**config.mk**
```make
export PLATFORM = sky130hd
export DESIGN_NAME = instr_loader
export DESIGN_NICKNAME = d
export VERILOG_FILES = /design/src/rtl/loader_pkg.sv /design/src/rtl/loader_fifo.sv /design/src/rtl/instr_loader.sv
export SDC_FILE = /design/constraint.sdc
export NUM_CORES = 1
export LEC_CHECK = 0
export CORE_MARGIN = 4
export CORE_UTILIZATION = 42
export DETAILED_ROUTE_END_ITERATION = 12
export GPL_TIMING_DRIVEN = 0
export HOLD_SLACK_MARGIN = 0.08
export PLACE_DENSITY = 0.75
export SYNTH_ARGS = -nofsm -noshare
export SYNTH_HDL_FRONTEND = slang
export SYNTH_HIERARCHICAL = 1
export SYNTH_SLANG_ARGS = --single-unit
```
**constraint.sdc**
```tcl
create_clock -name clk -period 11.3 [get_ports clk]
set_input_delay 2.26 -clock clk [delete_from_list [all_inputs] [get_ports clk]]
set_output_delay 2.26 -clock clk [all_outputs]
set_load 0.05 [all_outputs]
```
**src/rtl/loader_pkg.sv**
```systemverilog
// loader_pkg: shared widths and FSM state encoding for the instruction loader
package loader_pkg;
   localparam int DATA_W = 32;
   localparam int ADDR_W = 3;
   typedef enum logic [1:0] {IDLE, ISSUE, WAIT} state_t;
endpackage

```
**src/rtl/loader_fifo.sv**
```systemverilog
// loader_fifo: power-of-two job queue with registered occupancy count
module loader_fifo #(
   parameter int DEPTH = 4,
   parameter int W = 96
) (
   input  logic                   clk,
   input  logic                   reset,
   input  logic                   push,
   input  logic                   pop,
   input  logic [W-1:0]           din,
   output logic [W-1:0]           dout,
   output logic                   full,
   output logic                   empty,
   output logic [$clog2(DEPTH):0] count
);
   localparam int PW = $clog2(DEPTH);
   logic [W-1:0] mem [DEPTH];
   logic [PW-1:0] wr, rd;
   logic do_push, do_pop;
   // full is taken from the registered count, so a pop cannot open room for a same-cycle push
   assign full = count == (PW+1)'(DEPTH);
   assign empty = count == '0;
   assign do_push = push && !full;
   assign do_pop = pop && !empty;
   assign dout = mem[rd];
   always_ff @(posedge clk)
      if (do_push) mem[wr] <= din;
   always_ff @(posedge clk or posedge reset)
      if (reset) begin
         wr <= '0;
         rd <= '0;
         count <= '0;
      end else begin
         wr <= wr + PW'(do_push);
         rd <= rd + PW'(do_pop);
         count <= count + (PW+1)'(do_push) - (PW+1)'(do_pop);
      end
endmodule

```
**src/rtl/instr_loader.sv**
```systemverilog
// instr_loader: queues jobs and feeds them one at a time to the compute stage
module instr_loader
   import loader_pkg::*;
#(
   parameter int DEPTH = 4,
   parameter int TIMEOUT = 64
) (
   input  logic              clk,
   input  logic              reset,
   input  logic              in_valid,
   output logic              in_ready,
   input  logic [DATA_W-1:0] in_instr,
   input  logic [DATA_W-1:0] in_x,
   input  logic [DATA_W-1:0] in_y,
   output logic [DATA_W-1:0] instruction,
   output logic [ADDR_W-1:0] address,
   output logic [DATA_W-1:0] x0,
   output logic [DATA_W-1:0] y0,
   output logic              cpu_reset,
   output logic              issue,
   input  logic              cpu_done,
   input  logic [DATA_W-1:0] cpu_out,
   output logic              res_valid,
   output logic [DATA_W-1:0] res_data,
   output logic              err
);
   localparam int TW = $clog2(TIMEOUT + 1);
   state_t state;
   logic [ADDR_W-1:0] addr_cnt;
   logic [TW-1:0] timer;
   logic [3*DATA_W-1:0] head;
   logic [$clog2(DEPTH):0] count;
   logic full, empty;
   assign in_ready = !full && !reset;
   assign issue = state == ISSUE;
   loader_fifo #(.DEPTH(DEPTH), .W(3*DATA_W)) u_fifo (
      .clk(clk),
      .reset(reset),
      .push(in_valid && in_ready),
      .pop(issue && !empty),
      .din({in_instr, in_x, in_y}),
      .dout(head),
      .full(full),
      .empty(empty),
      .count(count)
   );
   // operands are latched from the FIFO head on entry to ISSUE so they coincide with the issue pulse
   always_ff @(posedge clk or posedge reset)
      if (reset) begin
         state <= IDLE;
         addr_cnt <= '0;
         timer <= '0;
         instruction <= '0;
         x0 <= '0;
         y0 <= '0;
         address <= '0;
         cpu_reset <= 1'b1;
         res_data <= '0;
         res_valid <= 1'b0;
         err <= 1'b0;
      end else begin
         res_valid <= 1'b0;
         err <= 1'b0;
         case (state)
            IDLE:
               if (count != '0) begin
                  {instruction, x0, y0} <= head;
                  address <= addr_cnt;
                  cpu_reset <= addr_cnt == '0;
                  state <= ISSUE;
               end
            ISSUE: begin
               timer <= '0;
               state <= WAIT;
            end
            WAIT:
               if (cpu_done) begin
                  res_data <= cpu_out;
                  res_valid <= 1'b1;
                  addr_cnt <= addr_cnt + ADDR_W'(1);
                  state <= IDLE;
               end else if (timer == TW'(TIMEOUT - 1)) begin
                  err <= 1'b1;
                  addr_cnt <= addr_cnt + ADDR_W'(1);
                  state <= IDLE;
               end else
                  timer <= timer + TW'(1);
            default: state <= IDLE;
         endcase
      end
endmodule
```
==> results.cfg <==
[yosys]
synth.top_cell.area_share_pct = 57.8
synth_enable_flop_cells = 384
yosysUniqueCellTypes = 46
ys_ff_latch = 537
synth_top_cells_by_count = sky130_fd_sc_hd__edfxtp_1 (384), sky130_fd_sc_hd__dfrtp_1 (152), sky130_fd_sc_hd__mux4_2 (96), sky130_fd_sc_hd__mux2_1 (66), sky130_fd_sc_hd__mux2_2 (66)
postSynthAreaPerCell_um2 = 22.2
yosys_most_used_dff = sky130_fd_sc_hd__edfxtp_1
synth_area_mm2 = 0.0199
synth.yosys.seq_area_share_pct = 77.1
synth.area.top_cells = sky130_fd_sc_hd__edfxtp_1 (58%), sky130_fd_sc_hd__dfrtp_1 (19%), sky130_fd_sc_hd__mux4_2 (11%)
synth_nets = 1040
async_flop_share_pct = 28.5
post-synth-top-area-cell = sky130_fd_sc_hd__edfxtp_1
synth_most_common_cell = sky130_fd_sc_hd__edfxtp_1
yosysWarningCount = 6
netlist_instances = 897

[layout]
instances_no_fill = 1932
syn2layout_area_growth_pct = 29.2
final_area_mm2 = 0.0258
fraction_of_final_layout_cells_with_drive_strength_greater_than_1_pct = 26.6
fin_nets = 1423
nFillCells = 3605

[placement]
hpwl_mm = 28.8
gp_routability_congestion = 0.734
dp.cells = 1831
placed_cell_area_mm2 = 0.0239
io_buffers = 267

[global_routing]
grt_antenna_before_repair = 3
gr-total-overflow = 0
globalRouteTotalUtil_pct = 16.4
grt_pass1_vias = 10700
grt_pass1_wl_mm = 63.7
grt_max_degree = 88

[clock_network]
clock_buffer_depth = 3
cts.sinks = 537
cts.reportedPaths.clkPinSlew_ps = 60
clock_buffer_count_from_cts = 54
cts_repair_resize_count = 0
cts_root_buffer = sky130_fd_sc_hd__clkbuf_16
clkLatencyLatePin_ps = 580
tritoncts_clock_tree = built
hold_buffers = 0
cts.htree.levels = 2
post_cts_buffers = 0

[pwr]
power.ir.vdd_worst_v = 0.000214
power_leakage_nw = 9.16
powerDensity_mw_per_mm2 = 292

[hold_path]
worstHoldPathType = reg2reg
worst_hold_path_depth = 2
holdPathEnd = address[1]$_DFFE_PP0P_
holdCritStartpoint = address[1]$_DFFE_PP0P_

[outcome]
run_status = complete, no violations

[timing]
worstMarginPinSlew_ps = 872
timing.clock.skew_ps = 20.7
finalMaxSlewViolations = 0
fin_crit_sh_pct = 54.3
timing.final.setup_violations = 0
fin_crit_ps = 6130
fin_hold_ws_ps = 484
timing.final.hold_violations = 0
slew-limit-headroom_pct = 41.7
timing.fmax_ghz = 0.163
unrepaired_setup_endpoints_after_global_routing = false
totalNegativeSetupSlack_ps = 0

[setup_path]
reg2reg_depth = 11
worst-path-max-fanout = 3
worst_setup_path_end_kind = output pin
critical_path.top_delay_family = buffers and inverters
critical-path-top-cell-by-count = sky130_fd_sc_hd__clkdlybuf4s50_1
timing.critical_path.cells = clkdlybuf4s50_1 > nor2_1 > clkdlybuf4s50_1
worst-endpoint-required_ps = 9040
timing.critical_path.from_type = primary input
data_arrival_time_of_the_critical_path_ps = 3870
critical_path_depth = 3
rr_endpoint = u_fifo/mem[1][39]$_DFFE_PP_
worstPathBufferInverterCount = 2
r2r_setup_slack_ps = 7790
worst_setup_path_startpoint = reset
rr_startpoint = u_fifo/count[1]$_DFF_PP0_
timing.critical_path.slowest_stage_cell = sky130_fd_sc_hd__clkdlybuf4s50_1
timing_worst_setup_path_type = in2out
cp_slowest_stage_delay_ps = 830

[route]
drtAntennaViolNets = 0
route.vias.total = 9870
totalWireLength_mm = 42.0
route.detailed.wl_per_inst_um = 21.7
vias_per_cell = 5.11
detailedRoute.firstPassIterationCount = 4
dr.first_iter.drc_count = 580
drc = 0

[floorplanning]
fp.dieH_um = 226
die_area_mm2 = 0.0510
placementRows = 79
effective_utilization_at_floorplan_pct = 42.6
core_area_mm2 = 0.0468
die_width_um = 226
io_pins = 268

[flow_run]
maxCapViolCount = 0
flip-flops by register name, summed over array words and instances (netlist names), 2 cells and up:
signal / cells
addr_cnt: 3
address: 3
instruction: 32
res_data: 32
state: 2
timer: 7
u_fifo/count: 3
u_fifo/mem: 384
u_fifo/rd: 2
u_fifo/wr: 2
x0: 32
y0: 32
report_power, final:
group          total [W]  internal (W)  switching, W  leakage (nW)
clock            0.00180       0.00108      0.000727         0.889
sequential       0.00275       0.00256      0.000188          5.29
combinational    0.00298       0.00123       0.00175          2.98
total            0.00753       0.00487       0.00266          9.16
through the flow:
stage,total power (W),worst slack [ps],utilization (%)
2_1_floorplan,0.00482,-2720,-
3_3_place_gp,0.00579,-11980,50.0
3_5_place_dp,0.00582,5130,51.2
4_1_cts,0.00765,5130,55.1
5_1_grt,0.00789,5100,55.1
6_report,0.00753,5170,55.1
logic make-up after synthesis:
family | share of synthesized area, %
AO/OA/AOI/OAI | 1.02
XOR/XNOR | 0.308
adder cells (fa/ha/maj) | 0.728
buffers and inverters | 1.58
flip-flops | 77.1
multiplexers | 18.4
AND/OR/NAND/NOR | 0.960
worst max-delay path by stage:
stage | end | slack (ps)
after floorplan | u_fifo/mem[1][0]$_DFFE_PP_ | -2720
after CTS | in_ready | 5130
after global routing | in_ready | 5100
after global placement | u_fifo/mem[2][46]$_DFFE_PP_ | -11980
after detailed placement | in_ready | 5130
final | in_ready | 5170
metal layers:
metal / vias to the layer above / routed length, um / GRT usage (%)
met1: 5194 / 16600 / 20.1
met3: 64 / 2320 / 3.78
li1: 4370 / - / -
met2: 238 / 22200 / 29.2
met4: 4 / 912 / 4.88
met5: - / 21 / 0
worst min-delay path, delay by kind of cell, from the launching register on:
family	cells	cell delay, ps
AND/OR/NAND/NOR	1	50
AO/OA/AOI/OAI	1	60
flip-flops	1	340
placed cells by master (no fill, tap or decap), drive strengths merged, types with 2 or more instances in the layout:
master         Yosys  routed
edfxtp           384     384
clkdlybuf4s50      0     267
dfrtp            152     152
mux2             132     132
mux4              96      96
buf               32      92
clkbuf             7      82
clkinv             0      15
inv               12      13
o21ai             11      11
ha                10      10
nand2              8       8
nor2               6       6
bufinv             0       6
xnor2              5       5
a21oi              4       4
nor3               4       4
nand2b             3       3
clkinvlp           0       3
nor4b              3       3
a41oi              2       2
xor2               2       2
a21boi             2       2
nor4               2       2
area by class of cell:
class	count	area (um^2)	share of cell area, %
antenna	1	2.50	0.00971
buffer	39	269	1.04
clock buffer	75	1520	5.90
clock inverter	25	298	1.16
inverter	12	52.6	0.204
multi-input combinational	309	4280	16.6
sequential	537	15400	59.6
tap	607	759	2.95
timing repair buffer	327	3210	12.5
Note: power is estimated with default switching activity, not from simulation.
==> edit (same settings) <==
The 3 states of `state_t` get a one-hot encoding in 3 bits.
--- a/src/rtl/loader_pkg.sv
+++ b/src/rtl/loader_pkg.sv
@@ -2,6 +2,6 @@
 package loader_pkg;
    localparam int DATA_W = 32;
    localparam int ADDR_W = 3;
-   typedef enum logic [1:0] {IDLE, ISSUE, WAIT} state_t;
+   typedef enum logic [2:0] {IDLE = 3'b001, ISSUE = 3'b010, WAIT = 3'b100} state_t;
 endpackage
 
Check against the original RTL: same outputs for any inputs over 4 cycles, from zero or initial values and one cycle with reset high; so few cycles prove little.
==> edit against the original RTL <==
Design area up 0.31%; sequential share of layout area down 0.083 points; final cell count increased by 0.36%; maximum frequency is 0.85% higher; sequential cell count is 1 higher; power decreased by 0.65%; worst setup slack gained 52 ps; critical path depth stayed put; routed wire length is 1.6% higher; synthesized area about the same; via count is 0.82% higher; core utilization rose by 0.17 points; largest power group unchanged.
==> edit: results (changes against the original RTL) <==
Outcome
  – Outcome: complete, no violations

Layout
  – Final Non-Filler Cells: 1939 (+0.36%)
  – Fraction of layout cells with a size suffix above 1: 0.2434 (-0.02245)
  – Max FFs per register: 384 (unchanged)
  – Largest Register: u_fifo/mem
  – Final net count: 1419 (-0.28%)
  – Fillers: 3592 (-0.36%)

Synth
  – Area contributors post-synth: edfxtp_1 58%, dfrtp_1 19%, mux4_2 11%
  – Syn avg cell area: 22.31 um2 (+0.39%)
  – FFs w/ async S/R, synth: 0.2862 (+0.001329)
  – Syn_nets: 1032 (-0.77%)
  – Register area share after synthesis: 0.7715 (+0.0008823)
  – Synth cell count leaders: 384 x edfxtp_1, 152 x dfrtp_1, 98 x mux2_1
  – Post-synth EDFFs: 384 (unchanged)
  – Warnings, synthesis: 6 (unchanged)
  – Synth cell types: 45 (-2.2%)

STA
  – Slew @ Worst Pin: 1070 ps (+197.5 ps)
  – Max Clock Skew: 14.60 ps (-6.141 ps)

Place
  – Post-DP HPWL: 28950 um (+0.51%)
  – Placed Cells: 1831 (unchanged)
  – Routability Congestion: 0.7152 (-2.6%)
  – Port buffer count: 267 (unchanged)

Clocking
  – Clock-pin slew on the worst setup and hold paths: 60 ps (about the same)
  – CTS buffer count: 55 (+1.9%)
  – Clk_lat worst skew: 580 ps (about the same)
  – Cts repair resizes: 0 (unchanged)
  – Root buffer cell: clkbuf_16
  – Clock tree buffer depth: 3 (unchanged)
  – Htree depth: 2 (unchanged)
  – # Post-CTS Setup Buffers: 0 (unchanged)

Detailed routing
  – Drt wl/cell: 22.00 um (+1.2%)
  – Vias: 9951 (+0.82%)
  – DR pass1 iterations: 4 (unchanged)
  – Number of DRC markers in iteration 0: 636 (+9.7%)

Power
  – Leak: 0.009208 uW (+0.49%)
  – Sw Share: 0.3520 (-0.001262)
  – Peak supply drop: 0.1644 mV (-23%)

Global routing
  – Antenna violations before repair: 6 (+3)
  – GRT Util Overall: 0.1692 (+0.004925)
  – Vias in the first global route: 10950 (+2.4%)
  – Largest net degree at the start of global routing: 85 (-3.4%)
  – Wire length of the first global-routing pass: 65560 um (+2.9%)

Setup path
  – CP Data Arrival Time: 3820 ps (-50 ps)
  – Largest stage delay on the critical path: 830 ps (about the same)
  – CP delay by family, top: buffers and inverters
  – Crit-path max FO: 3 (unchanged)
  – Worst path slowest cell: clkdlybuf4s50_1

Hold path
  – Worst Hold Class: flop to flop
## edit: cell types whose count changed in the layout (fill, tap and decap cells not counted), sizes merged, moves of 3 or more
| cell | unedited run | this run |
|---|---|---|
| nand3 | 1 | 5 |
| ha | 10 | 5 |
| buf | 92 | 95 |
| diode | 1 | 5 |
| clkbuf | 82 | 87 |
| o21ai | 11 | 8 |
## edit: final timing paths
kind	slack, ps	cells past startpoint	endpoint	from
min reg2reg	470	1	err	timer[6]
max in group asynchronous	8240	3	x0[11]	reset
max reg2reg	7570	12	u_fifo/mem[2][27]	u_fifo/count[1]
min in group asynchronous	2120	2	u_fifo/rd[1]	reset
min	470	1	err	timer[6]
max	5220	3	in_ready	reset
## edit: metrics by stage
step                      power (uW)  hold slack [ps]  setup TNS [ps]  setup slack (ps)  cell area, um2
after floorplan                 4760            424.6         -717850             -2723           19950
after global placement          5727            452.0        -3924170            -12320           23380
after detailed placement        5757            462.6               0              5208           23980
after CTS                       7605            466.5               0              5205           25830
after global routing            7841            497.4               0              5162           25830
final                           7481            465.8               0              5219           25840
## edit: worst register-to-register path, cell delays in order, from the launching register on
cell      delay [ps]
dfrtp_1          340
clkbuf_1         330
nor3b_2          190
nor2_1           170
and2_1           190
inv_1            150
nor4b_2          960
buf_6            240
buf_4            160
buf_4            160
buf_4            180
buf_4            190
buf_4            180
## edit: final cells by class
| cell class | instances | share of cell area |
|---|---|---|
| inverters | 10 | 0.001743 |
| multi-input cells | 307 | 0.1642 |
| repair buffers | 330 | 0.1257 |
| clock inverters | 23 | 0.008522 |
| well taps | 607 | 0.02939 |
| flip-flops and latches | 538 | 0.5955 |
| clock buffers | 80 | 0.06280 |
| plain buffers | 39 | 0.01162 |
| diodes | 5 | 0.0004842 |
## edit: power groups by stage
stage | sequential (uW) | clock [uW] | combinational, uW
floorplan | 3630 | 0 | 1130
global placement | 2870 | 0 | 2860
detailed placement | 2790 | 0 | 2970
CTS | 2760 | 1870 | 2980
global route | 2790 | 1950 | 3100
finish | 2750 | 1820 | 2920
## edit: per-layer routing
metal  routed length (um)  up-vias  track usage  part of all wire
met2                21130      262       0.2798              0.50
met3                 2598       71      0.03835             0.061
met1                17830     5218       0.2245              0.42
li1                     -     4396            -                 -
met4                 1057        4      0.05651             0.025
met5                   31        -            0           0.00073
## edit: logic make-up (layout without fill, tap and decap cells)
kind of cell	after synthesis	count (layout)	share of synthesized area
buffers and inverters	49	482	0.01694
multiplexers	228	228	0.1829
flip-flops	538	538	0.7715
XOR/XNOR	7	7	0.003074
other	0	5	0
AND/OR/NAND/NOR	43	43	0.01324
AO/OA/AOI/OAI	23	23	0.008218
adder cells (fa/ha/maj)	6	6	0.004140
